[src/rtl/return_addr_stack.sv]
// -----------------------------------------------------------------------------
// return_addr_stack
//
// Return-address predictor stack. A retiring jal pushes its link value (PC+4)
// and a retiring jr r31 pops it. The stack is a circular buffer: when a push
// arrives while full, the oldest entry is silently overwritten by wrap-around,
// which keeps the most recent call chain usable.
//
// Parameters
//   DEPTH      number of entries, a power of two from 2 to 32
//   AW         return-address width
//
// Ports
//   clk        single clock, rising edge
//   reset      synchronous, active-high reset (priority over everything)
//   flush      empties the stack (mispredict / exception recovery)
//   push       push request, push_addr is the value stored
//   push_addr  link value to store, all AW bits kept
//   pop        pop request
//   top_addr   predicted return address, zero while empty
//   top_valid  stack holds at least one entry
//   count      current occupancy, 0..DEPTH
//   overflow   one-cycle pulse after a push that discarded the oldest entry
//   underflow  one-cycle pulse after a pop requested while empty
// -----------------------------------------------------------------------------
module return_addr_stack #(
  parameter int DEPTH = 8,
  parameter int AW    = 32
) (
  input  logic                     clk,
  input  logic                     reset,
  input  logic                     flush,
  input  logic                     push,
  input  logic [AW-1:0]            push_addr,
  input  logic                     pop,
  output logic [AW-1:0]            top_addr,
  output logic                     top_valid,
  output logic [$clog2(DEPTH):0]   count,
  output logic                     overflow,
  output logic                     underflow
);

  localparam int PW = $clog2(DEPTH);
  localparam int CW = PW + 1;

  logic [AW-1:0] mem [DEPTH];
  logic [PW-1:0] tos;

  logic [PW-1:0] tos_next;
  logic [CW-1:0] count_next;
  logic          overflow_next;
  logic          underflow_next;
  logic          wr_en;
  logic [PW-1:0] wr_ptr;

  logic empty;
  logic full;

  assign empty = (count == '0);
  assign full  = (count == CW'(DEPTH));

  // Next-state decode. Flush beats push/pop; reset is applied in the register.
  // NOTE: every output of this block gets a default first, so no path leaves a
  // signal unassigned and no latch is inferred.
  always_comb begin
    tos_next       = tos;
    count_next     = count;
    overflow_next  = 1'b0;
    underflow_next = 1'b0;
    wr_en          = 1'b0;
    wr_ptr         = tos + PW'(1);

    if (flush) begin
      tos_next   = '0;
      count_next = '0;
    end else if (push && pop && !empty) begin
      // Return then call in the same cycle: replace the top in place.
      wr_en  = 1'b1;
      wr_ptr = tos;
    end else if (push) begin
      // Also covers push+pop while empty, which behaves as a plain push.
      wr_en    = 1'b1;
      tos_next = tos + PW'(1);
      if (full) begin
        overflow_next = 1'b1;
      end else begin
        count_next = count + CW'(1);
      end
    end else if (pop) begin
      if (empty) begin
        underflow_next = 1'b1;
      end else begin
        tos_next   = tos - PW'(1);
        count_next = count - CW'(1);
      end
    end
  end

  // NOTE: sequential state uses non-blocking assignments so every register
  // samples the pre-edge values, independent of statement order.
  always_ff @(posedge clk) begin
    if (reset) begin
      tos       <= '0;
      count     <= '0;
      overflow  <= 1'b0;
      underflow <= 1'b0;
    end else begin
      tos       <= tos_next;
      count     <= count_next;
      overflow  <= overflow_next;
      underflow <= underflow_next;
    end
  end

  // NOTE: the array is deliberately not reset; its contents are unobservable
  // while count is zero, and leaving it out lets it map onto plain storage.
  always_ff @(posedge clk) begin
    if (!reset && wr_en) begin
      mem[wr_ptr] <= push_addr;
    end
  end

  assign top_valid = !empty;
  assign top_addr  = empty ? '0 : mem[tos];

endmodule

[config.mk]
export PLATFORM = sky130hd
export DESIGN_NAME = return_addr_stack
export DESIGN_NICKNAME = d
export VERILOG_FILES = /design/src/rtl/return_addr_stack.sv
export SDC_FILE = /design/constraint.sdc
export NUM_CORES = 1
export LEC_CHECK = 0
export CAP_MARGIN = 25
export CORE_MARGIN = 8
export CORE_UTILIZATION = 45
export DETAILED_ROUTE_END_ITERATION = 7
export DONT_BUFFER_PORTS = 1
export GPL_TIMING_DRIVEN = 0
export PLACE_DENSITY = 0.63
export SLEW_MARGIN = 10
export SYNTH_ARGS = -nofsm -noshare
export SYNTH_HDL_FRONTEND = slang
export SYNTH_SLANG_ARGS = --single-unit
[constraint.sdc]
create_clock -name clk -period 5 [get_ports clk]
set_input_delay 1.25 -clock clk [delete_from_list [all_inputs] [get_ports clk]]
set_output_delay 1.25 -clock clk [all_outputs]
set_load 0.05 [all_outputs]
==> summary.txt <==
Status -> finished, final reports clean
Share of the synthesized area in the top cell type -> 0.728
Max rail drop VDD -> 0.000391 V
Max Cap Viol -> 0
Antenna diodes -> 0
Worst Skew -> 8.16 ps
Cell Pwr Density -> 411 nW/µm²
Core ar. -> 23300 µm²
Die Height -> 169 µm
WL per Instance -> 24.2 µm
Tot GR Track Use -> 0.151
Initial antenna violation count -> 0
Leak -> 0.00369 µW
Post-Syn Area -> 10600 µm²
Num CTS Buffers -> 27
Clock transition at path regs -> 60 ps
Syn nets -> 550
Largest net degree at the start of global routing -> 19
Area growth, synth to finish -> 15.7%
Commonest cells after routing, fill and taps aside -> edfxtp_1, mux4_2, nor2_1, mux2i_1, clkbuf_16
Root Driver -> clkbuf_16
Hold_sp -> tos[1]
Detail Route Antenna Nets -> 0
Arrival @ worst endpoint -> 2920 ps
Crit path launch -> count[0]
WL final -> 21.5 mm
Clk sinks -> 268
Port Buf Inserts -> 0
Register area -> 7930 µm²
Rel. slew slack -> 0.279
Mux share of post-synthesis cell area -> 0.169
Worst reg-to-reg setup slack -> 1530 ps
Instance count of the mapped netlist -> 508
Tcrit/Tclk final -> 0.833
FF-to-FF Start -> count[0]
Simple-gate area share of the yosys netlist -> 0.0306
Clk Latency, worst-skew pair -> 520 ps
RSZ-0062 raised after global routing -> false
Post-CTS Hold Buffers -> 0
Yosys warns -> 0
R2R depth -> 7
Residual DRC -> 0
1st-iter DRT viols -> 417
Hold EP -> tos[1]
Total power -> 5010 µW
Startpoint Class -> flop
Hold crit path type -> reg2reg
Detailed-route via count -> 4970
Final number of setup-violating endpoints -> 0
H-tree depth -> 1
Finished Cell Area -> 12200 µm²
DIE WIDTH -> 169 µm
Share of layout cells above drive strength 1 -> 0.250
Die ar. -> 28600 µm²
Mapped Avg Cell Area -> 20.8 µm²
Synth Area in Adders -> 0.00664
Setup TNS -> 0 ps
Fin. Hold Viols -> 0
First-pass DRT Iterations -> 5
Starting Density -> 0.454
Minimum clock period -> 4170 ps
CP max FO -> 10
Max Fclk -> 240 MHz
Hold depth -> 2
Post-CTS Setup Bufs -> 0
Worst path required time -> 3750 ps
Slew Limit Fails -> 0
Area of the multi-input gates -> 2570 µm²
Worst hold slack -> 591 ps
Yosys reg bits -> 268
Placed Area -> 11300 µm²
WS Path Type -> reg2out
Via/cell ratio -> 5.60
TritonCTS clock tree -> built
Gr ovfl total -> 0
Main combinational cell family by area after synthesis -> multiplexers
Synth Area in Compound Gates -> 0.0211
First-pass GRT wire length -> 32.4 mm
Slew @ Worst Pin -> 1080 ps
Standard-cell rows -> 56
CTS max path bufs -> 3
I/O pin cnt -> 76
Yosys top cell by area -> edfxtp_1
Synth area leaders -> edfxtp_1, mux4_2, mux2i_1
# nets final -> 591
Post-CTS sizing -> 0
Post-synthesis xor/xnor area fraction -> 0.00664
Commonest non-fill, non-tap cell in the layout -> edfxtp_1
FF-to-FF End -> mem[6][23]
Fillers -> 1865
Crit end category -> primary output
DP HPWL -> 14.1 mm
Vias in the first global route -> 5259
RD Place Congestion -> 0.767
Register area share after synthesis -> 0.751
Yosys cell types -> 40
## sequential cells by signal, summed over array words and instances (netlist names), named ones only
name and flops:
count 4, mem 256, overflow 1, tos 3, underflow 1
## per-layer routing
layer | global-route usage | share of wire
met1 | 0.185 | 0.39
met2 | 0.266 | 0.52
met3 | 0.0428 | 0.071
met4 | 0.0289 | 0.016
met5 | 0 | 0
## cells in the mapped netlist
master and count:
nand2_1 7, a311oi_1 1, dfxtp_1 12, buf_4 1, fa_1 1, nor4_4 1
a211oi_4 1, xnor2_1 7, and3_1 1, a31oi_1 1, nor3_1 3, a211oi_1 2
nor2_1 45, and4_1 2, o311a_4 1, o22ai_1 7, buf_2 7, xor2_1 1
or2_2 1, clkbuf_2 2, and4b_1 1, buf_6 2, nand3_1 4, mux2i_1 34
o21ai_0 3, a2111oi_0 2, inv_1 5, a21oi_1 1, o32a_1 2, buf_1 8
o211ai_1 1, nand2b_1 3, clkbuf_1 8, nand4_1 2, ha_1 4, o41ai_4 1
inv_2 1, a22oi_1 2, edfxtp_1 256, mux4_2 64
## power by group
group	total [µW]	switching (µW)	leakage [µW]	internal (µW)
clock network	1940	796	0.000425	1140
logic	556	390	0.000863	165
registers	2520	26.1	0.00240	2490
## worst max path at each step
stage | end | depth (start not counted)
5_1_grt | top_addr[30] | 4
4_1_cts | top_addr[30] | 4
3_5_place_dp | mem[5][25] | 7
6_report | top_addr[30] | 4
3_3_place_gp | mem[3][28] | 6
2_1_floorplan | mem[3][0] | 6
## kinds of logic after synthesis
group | after synthesis
AND/OR/NAND/NOR | 70
multiplexers | 98
buffers and inverters | 34
AO/OA/AOI/OAI | 25
adder cells (fa/ha/maj) | 5
flip-flops | 268
XOR/XNOR | 8
## per-stage QoR
| step | setup WS (ps) | util | std cells |
|---|---|---|---|
| floorplan | 77.1 | - | 508 |
| global placement | -2400 | 0.471 | 827 |
| detailed placement | 1150 | 0.488 | 839 |
| CTS | 765 | 0.525 | 888 |
| global route | 654 | 0.525 | 888 |
| finish | 833 | 0.525 | 888 |
## layout make-up
cell class	count	area share
timing repair buffer	12	0.0232
clock buffer	35	0.0604
sequential	268	0.650
multi-input combinational	206	0.211
tap	319	0.0327
inverter	6	0.00185
buffer	28	0.0111
clock inverter	14	0.0104
## critical path, cell delays in order (launching register included)
cell and delay [ps]:
dfxtp_1 510, buf_6 250, nor4_4 610, clkbuf_1 580, nor2_1 440
Power figures use the tool's default switching activity.
